### config.mk
export PLATFORM = sky130hd
export DESIGN_NAME = pipeline_control_regs_p
export DESIGN_NICKNAME = d
export VERILOG_FILES = /design/src/rtl/pipeline_control_regs_p.sv
export SDC_FILE = /design/constraint.sdc
export NUM_CORES = 1
export LEC_CHECK = 0
export BUFFER_PORTS_ARGS = -buffer_cell sky130_fd_sc_hd__buf_4
export CAP_MARGIN = 10
export CORE_MARGIN = 5
export CORE_UTILIZATION = 40
export DETAILED_ROUTE_END_ITERATION = 6
export PLACE_DENSITY = 0.69
export SYNTH_ARGS = -nofsm -noshare
export SYNTH_HDL_FRONTEND = slang
export SYNTH_SLANG_ARGS = --single-unit
### constraint.sdc
create_clock -name clock -period 1.2 [get_ports clock]
set_clock_uncertainty 0.1 [all_clocks]
set_input_delay 0.3 -clock clock [delete_from_list [all_inputs] [get_ports clock]]
set_output_delay 0.3 -clock clock [all_outputs]
set_load 0.1 [all_outputs]
### src/rtl/pipeline_control_regs_p.sv
// pipeline_control_regs_p
// Carries decode-stage control fields through the D/E, E/M and M/W pipeline
// registers. Each stage has a valid bit. The E stage can hold (stall_e), and
// both the D/E and E/M registers can be flushed to a bubble.
// Optional feature: define FORWARD_SEL_EN to add the forward_a_e/forward_b_e
// operand-forwarding selects, which are computed from the E/M and M/W registers.
module pipeline_control_regs_p #(
    parameter int REG_ADR_W = 3,
    parameter int ALU_CON_W = 8,
    parameter int OFFSET_W  = 16
) (
    input  logic                 clock,
    input  logic                 reset,
    input  logic                 valid_d,
    input  logic                 stall_e,
    input  logic                 flush_e,
    input  logic                 flush_m,
    input  logic                 reg_write_d,
    input  logic                 mem_to_reg_d,
    input  logic                 mem_write_d,
    input  logic                 alu_source2_d,
    input  logic [REG_ADR_W-1:0] reg_write_adr_d,
    input  logic [REG_ADR_W-1:0] reg_read_adr1_d,
    input  logic [REG_ADR_W-1:0] reg_read_adr2_d,
    input  logic [ALU_CON_W-1:0] alu_con_d,
    input  logic [OFFSET_W-1:0]  offset_register_d,
    output logic                 valid_e,
    output logic                 reg_write_e,
    output logic                 mem_to_reg_e,
    output logic                 mem_write_e,
    output logic                 alu_source2_e,
    output logic [REG_ADR_W-1:0] reg_write_adr_e,
    output logic [REG_ADR_W-1:0] reg_read_adr1_e,
    output logic [REG_ADR_W-1:0] reg_read_adr2_e,
    output logic [ALU_CON_W-1:0] alu_con_e,
    output logic [OFFSET_W-1:0]  offset_register_e,
    output logic                 valid_m,
    output logic                 reg_write_m,
    output logic                 mem_to_reg_m,
    output logic                 mem_write_m,
    output logic [REG_ADR_W-1:0] reg_write_adr_m,
    output logic                 valid_w,
    output logic                 reg_write_w,
    output logic                 mem_to_reg_w,
    output logic [REG_ADR_W-1:0] reg_write_adr_w
`ifdef FORWARD_SEL_EN
    ,
    output logic [1:0]           forward_a_e,
    output logic [1:0]           forward_b_e
`endif
);

    typedef struct packed {
        logic                 valid;
        logic                 reg_write;
        logic                 mem_to_reg;
        logic                 mem_write;
        logic                 alu_source2;
        logic [REG_ADR_W-1:0] reg_write_adr;
        logic [REG_ADR_W-1:0] reg_read_adr1;
        logic [REG_ADR_W-1:0] reg_read_adr2;
        logic [ALU_CON_W-1:0] alu_con;
        logic [OFFSET_W-1:0]  offset_register;
    } de_t;

    typedef struct packed {
        logic                 valid;
        logic                 reg_write;
        logic                 mem_to_reg;
        logic                 mem_write;
        logic [REG_ADR_W-1:0] reg_write_adr;
    } em_t;

    typedef struct packed {
        logic                 valid;
        logic                 reg_write;
        logic                 mem_to_reg;
        logic [REG_ADR_W-1:0] reg_write_adr;
    } mw_t;

    de_t d_slot;
    de_t de_q;
    em_t em_q;
    mw_t mw_q;

    // Gather the decode-stage inputs into one slot.
    always_comb begin
        d_slot = '{
            valid:           valid_d,
            reg_write:       reg_write_d,
            mem_to_reg:      mem_to_reg_d,
            mem_write:       mem_write_d,
            alu_source2:     alu_source2_d,
            reg_write_adr:   reg_write_adr_d,
            reg_read_adr1:   reg_read_adr1_d,
            reg_read_adr2:   reg_read_adr2_d,
            alu_con:         alu_con_d,
            offset_register: offset_register_d
        };
    end

    // D/E register: reset and flush take priority over stall (hold), which takes priority over load.
    // NOTE: state registers use non-blocking assignments so every stage samples the pre-edge value of its source.
    always_ff @(posedge clock) begin
        if (reset || flush_e) begin
            de_q <= '0;
        end else if (!stall_e) begin
            de_q <= d_slot;
        end
    end

    // E/M register: a stall or flush inserts a bubble. Write strobes are gated with the source valid bit.
    always_ff @(posedge clock) begin
        if (reset || flush_m || stall_e) begin
            em_q <= '0;
        end else begin
            em_q <= '{
                valid:         de_q.valid,
                reg_write:     de_q.reg_write & de_q.valid,
                mem_to_reg:    de_q.mem_to_reg,
                mem_write:     de_q.mem_write & de_q.valid,
                reg_write_adr: de_q.reg_write_adr
            };
        end
    end

    // M/W register: always advances, except on reset.
    always_ff @(posedge clock) begin
        if (reset) begin
            mw_q <= '0;
        end else begin
            mw_q <= '{
                valid:         em_q.valid,
                reg_write:     em_q.reg_write & em_q.valid,
                mem_to_reg:    em_q.mem_to_reg,
                reg_write_adr: em_q.reg_write_adr
            };
        end
    end

    assign valid_e           = de_q.valid;
    assign reg_write_e       = de_q.reg_write;
    assign mem_to_reg_e      = de_q.mem_to_reg;
    assign mem_write_e       = de_q.mem_write;
    assign alu_source2_e     = de_q.alu_source2;
    assign reg_write_adr_e   = de_q.reg_write_adr;
    assign reg_read_adr1_e   = de_q.reg_read_adr1;
    assign reg_read_adr2_e   = de_q.reg_read_adr2;
    assign alu_con_e         = de_q.alu_con;
    assign offset_register_e = de_q.offset_register;

    assign valid_m           = em_q.valid;
    assign reg_write_m       = em_q.reg_write;
    assign mem_to_reg_m      = em_q.mem_to_reg;
    assign mem_write_m       = em_q.mem_write;
    assign reg_write_adr_m   = em_q.reg_write_adr;

    assign valid_w           = mw_q.valid;
    assign reg_write_w       = mw_q.reg_write;
    assign mem_to_reg_w      = mw_q.mem_to_reg;
    assign reg_write_adr_w   = mw_q.reg_write_adr;

`ifdef FORWARD_SEL_EN
    // Forwarding selects: a match in M (the younger result) beats a match in W.
    // NOTE: each output gets a default first, so no path through the block can infer a latch.
    always_comb begin
        forward_a_e = 2'b00;
        forward_b_e = 2'b00;
        if (em_q.valid && em_q.reg_write && (em_q.reg_write_adr == de_q.reg_read_adr1)) begin
            forward_a_e = 2'b10;
        end else if (mw_q.valid && mw_q.reg_write && (mw_q.reg_write_adr == de_q.reg_read_adr1)) begin
            forward_a_e = 2'b01;
        end
        if (em_q.valid && em_q.reg_write && (em_q.reg_write_adr == de_q.reg_read_adr2)) begin
            forward_b_e = 2'b10;
        end else if (mw_q.valid && mw_q.reg_write && (mw_q.reg_write_adr == de_q.reg_read_adr2)) begin
            forward_b_e = 2'b01;
        end
    end
`endif

endmodule

# Yosys cells after proc, flatten, opt, wreduce, memory -nomap -nowiden
# Cells that the tools add are included.
totals:
  ff_bits: 51
  mem_count: 0
  output_inout_bits: 51
  mem_bits_ro: 0
  latchBits: 0
  ram_bits: 0
classes:
  n_eq_ne: 0
  n_addsub: 0
  muxes: 0
  div: 0
  n_reduce_logical: 3
  n_bitwise: 3
  order_cmp: 0
  shift: 0
  mul: 0
op_table:
  columns: ["cell", "count"]
  rows:
  - ["1-bit bitwise AND", 3]
  - ["1-bit logical OR", 3]

# Depth between registers and ports, before layout
depth:
  ltp_word: 2
  mapped_depth: 4
  ltp_nobuf: 2

# Least setup slack after synthesis
# No wires, ideal clock.
synth_path:
  path_type: "register to register"
  start: "register em_q, in the netlist valid_m"
  end: "register mw_q, in the netlist reg_write_w"
  n_path_buf: 0
  period_less_slack_ps: 1425
  setup_ps: 63
  setup_slack_ps: -225
  required_time_ps: 1037
  stages_incl_launch_ff: 3
  arrival_ps: 1262
  cell_sequence: "dfxtp_1 nor2b_1 and2_1"
synth_via:
  elab_chain_len: 1
synth_rtl:
  columns: ["item", "line", "text"]
  rows:
  - ["from (decl)", "83", "em_t em_q;"]
  - ["from (signal assigned)", "117", "em_q <= '{"]
  - ["1-bit bitwise AND", "134", "reg_write: em_q.reg_write & em_q.valid,"]
  - ["to (signal assigned)", "132", "mw_q <= '{"]
  - ["to (decl)", "84", "mw_t mw_q;"]
# Every way passes these cells.
# A chain may end at the register's enable or synchronous reset.

# Worst setup path in the final report
layout_path:
  start: "register em_q, in the netlist mem_to_reg_m"
  end: "output mem_to_reg_m"
layout_rtl:
  columns: ["item", "line", "text"]
  rows:
  - ["to (decl)", "39", "output logic mem_to_reg_m,"]
# No word-level cell between the ends.

==> run_results.csv <==
group,metric,value,unit
finish,stdcell_count,307,
worst_setup_path,worst-path-buf-inv,1,
yosys,synth_top_area_cell,"dfxtp_1",
worst_setup_path,critPathCaptureType,"output pin",
finish,syn_to_final_growth,95.6,%
sta,hold_violations,0,
worst_setup_path,path_class,"flip-flop to output pin",
sta,setup_ws,-0.0393,ns
global_routing,grt_max_degree,39,
sta,setup_viol,50,
detailed_routing,wl,4700,microns
detailed_routing,vias,1405,
floorplan,start_util,0.420,
clock_tree,clkLatencyLatePin,0.28,ns
pwr,switching_power,1000,uW
global_routing,met1_usage,0.187,
sta,worstMarginPinSlew,0.189,ns
pwr,ir_drop,0.767,mV
detailed_routing,drc,0,
worst_setup_path,rrSetupSlack,0.28,ns
global_routing,grt_pass1_wl,7510,microns
placed_design,place_congestion,0.721,
worst_setup_path,path_cells,"buf_12",
yosys,synthCells,150,
detailed_routing,firstDrtPassIters,4,
yosys,yosysSeqAreaShare,0.595,
yosys,ys_ff_latch,51,
detailed_routing,postRouteAntennaNets,0,
min_path,min_path_type,"primary input to flip-flop",
global_routing,grt_pass1_vias,1511,
finish,fin_nets,299,
pwr,power_frac_clock,0.285,
clock_tree,cts_tree,"built",
pwr,power.internal,2610,uW
detailed_routing,vias_per_cell,4.58,
yosys,synth_area_leaders,"dfxtp_1 (59%), mux2i_1 (22%), nor2_1 (8.3%), buf_6 (3.9%), and2_1 (2.2%)",
yosys,synth.top_cell.area_share,0.595,
clock_tree,clk_path_buf_depth,2,
worst_setup_path,cp.arrival,0.84,ns
placed_design,dpl.cell_count,289,
global_routing,antenna_found_initial,0,
worst_setup_path,crit_family,"flip-flops",
floorplan,fp.dieArea,5700,sq um
sta,rsz0062_at_grt,"true",
placed_design,numPortBuffers,93,
placed_design,place.detailed.hpwl,2900,microns
yosys,synthesis.area,1720,sq um
finish,drive_above_1_share,0.642,
finish,fillers,226,
sta,setup_tns,-0.999,ns
min_path,min_from,"reset",
detailed_routing,detail_route.iter0.violations,53,
finish,diodes,0,
run_status,violations,"negative setup slack",
floorplan,die_x,75.5,microns
global_routing,busiest_layer,"met2",
run_status,outcome,"finished with violations",
worst_setup_path,critPathMaxStageDelay,0.37,ns
sta,layout_min_cycle_time,1.24,ns
worst_setup_path,cp.required,0.80,ns
yosys,ys_types,11,
sta,fmaxAchievable,807,MHz
worst_setup_path,slowest_stage,"dfxtp_2",
pwr,p_leak,0.00153,uW
clock_tree,cts.clk_slew.worst_paths,0.08,ns
global_routing,gr-usage-met3,0.0515,
yosys,yosys_warnings,0,
worst_setup_path,worstSetupStartpointType,"flip-flop",
global_routing,use_met2,0.331,
pwr,power_frac_comb,0.221,
sta,finalCritPeriodShare,1.03,
clock_tree,cts-buffers-inserted,5,
pwr,swShare,0.278,
clock_tree,clock_sinks,51,
job,maxCapViolCount,0,
floorplan,fp-row-count,23,
floorplan,core-area,4090,sq um
worst_setup_path,timing.rr.start,"reg_write_adr_e[2]",
worst_setup_path,startpoint,"mem_to_reg_m",
floorplan,die_h,75.5,microns
sta,drv_slew,0,
global_routing,grt_use_total,0.177,
sta,whs,0.110,ns
global_routing,grt-ovfl-total,0,
clock_tree,cts_root_buffer,"clkbuf_8",
detailed_routing,wire_per_inst,15.3,microns
sta,slew-limit-headroom,0.870,
clock_tree,cts_hold_buf,0,
yosys,syn-num-nets,193,
pwr,seqPwrFrac,0.493,
floorplan,pin_count,94,
clock_tree,htreeDepth,2,
yosys,syn_area_per_cell,11.4,sq um
worst_setup_path,crit_path_max_fanout,2,
pwr,p_per_area,1080,nW/um^2
## routing by layer
layer	vias to the layer above	wire, microns
met4	0	59
met2	48	2620
met3	4	335
li1	701	-
met1	652	1690
met5	-	0
## cells in the final DEF (no fill, tap or decap)
cell      synthesis  routed
and2_1            6       6
and2b_1           2       2
and3_1            2       2
buf_12            0      54
buf_4             0      53
clkbuf_1          0       1
clkbuf_8          0       7
dfxtp_2           0      46
dfxtp_4           0       5
mux2i_1          38      38
nor2_1           38      38
nor2b_1           3       3
nor3_1            1       1
or2_1             1       1
## power groups by stage
| stage | combinational (uW) | sequential [uW] | clock, uW |
|---|---|---|---|
| floorplan | 152 | 2120 | 0 |
| global placement | 667 | 1800 | 0 |
| detailed placement | 670 | 1810 | 0 |
| CTS | 792 | 1780 | 1080 |
| global route | 833 | 1790 | 1160 |
| finish | 799 | 1780 | 1030 |
## cell usage after synthesis
master   instances
nor2b_1          3
nor2_1          38
or2_1            1
and3_1           2
and2_1           6
buf_6            6
nor3_1           1
buf_2            2
dfxtp_1         51
and2b_1          2
mux2i_1         38
## area by class of cell
| type | count | area [sq um] | share of cell area |
|---|---|---|---|
| repair buffers | 107 | 1480 | 0.441 |
| flip-flops and latches | 51 | 1100 | 0.327 |
| multi-input cells | 91 | 618 | 0.184 |
| well taps | 50 | 62.6 | 0.0186 |
| clock buffers | 8 | 100 | 0.0298 |
## worst reg2reg max path, stage by stage, from the launching register on
cell     delay (ns)
dfxtp_2        0.34
buf_4          0.13
mux2i_1        0.17
nor2_1         0.07
## what timing repair did
item                       4_1_cts  5_1_grt
gates resized for setup        155        3
setup endpoints to repair       51       51
setup buffers                    7        3
## metrics by stage
stage	utilization	power, uW	setup WS [ns]	area, sq um
after global placement	0.619	2470	0.0650	2530
final	0.821	3610	-0.0393	3360
after floorplan	-	2270	0.0846	1780
after detailed placement	0.619	2480	0.0457	2530
after global routing	0.821	3780	-0.0745	3360
after CTS	0.814	3660	-0.0511	3330
## state kept, by name, indices dropped and copies added, names as in the netlist, 3 cells and up
| signal | cells |
|---|---|
| alu_con_e | 8 |
| offset_register_e | 16 |
| reg_read_adr1_e | 3 |
| reg_read_adr2_e | 3 |
| reg_write_adr_e | 3 |
| reg_write_adr_m | 3 |
| reg_write_adr_w | 3 |
## path summary, 6_finish.rpt
kind / cells past startpoint / endpoint
max: 1 / mem_to_reg_m
max reg2reg: 3 / reg_write_adr_e[2]
min: 2 / reg_write_adr_w[2]
min reg2reg: 1 / reg_write_adr_w[2]
## cell families after synthesis
| kind of cell | Yosys count | synth area share |
|---|---|---|
| mux | 38 | 0.222 |
| simple gates | 53 | 0.138 |
| flops | 51 | 0.595 |
| buf+inv | 8 | 0.0452 |
(Power assumes the default switching activity.)
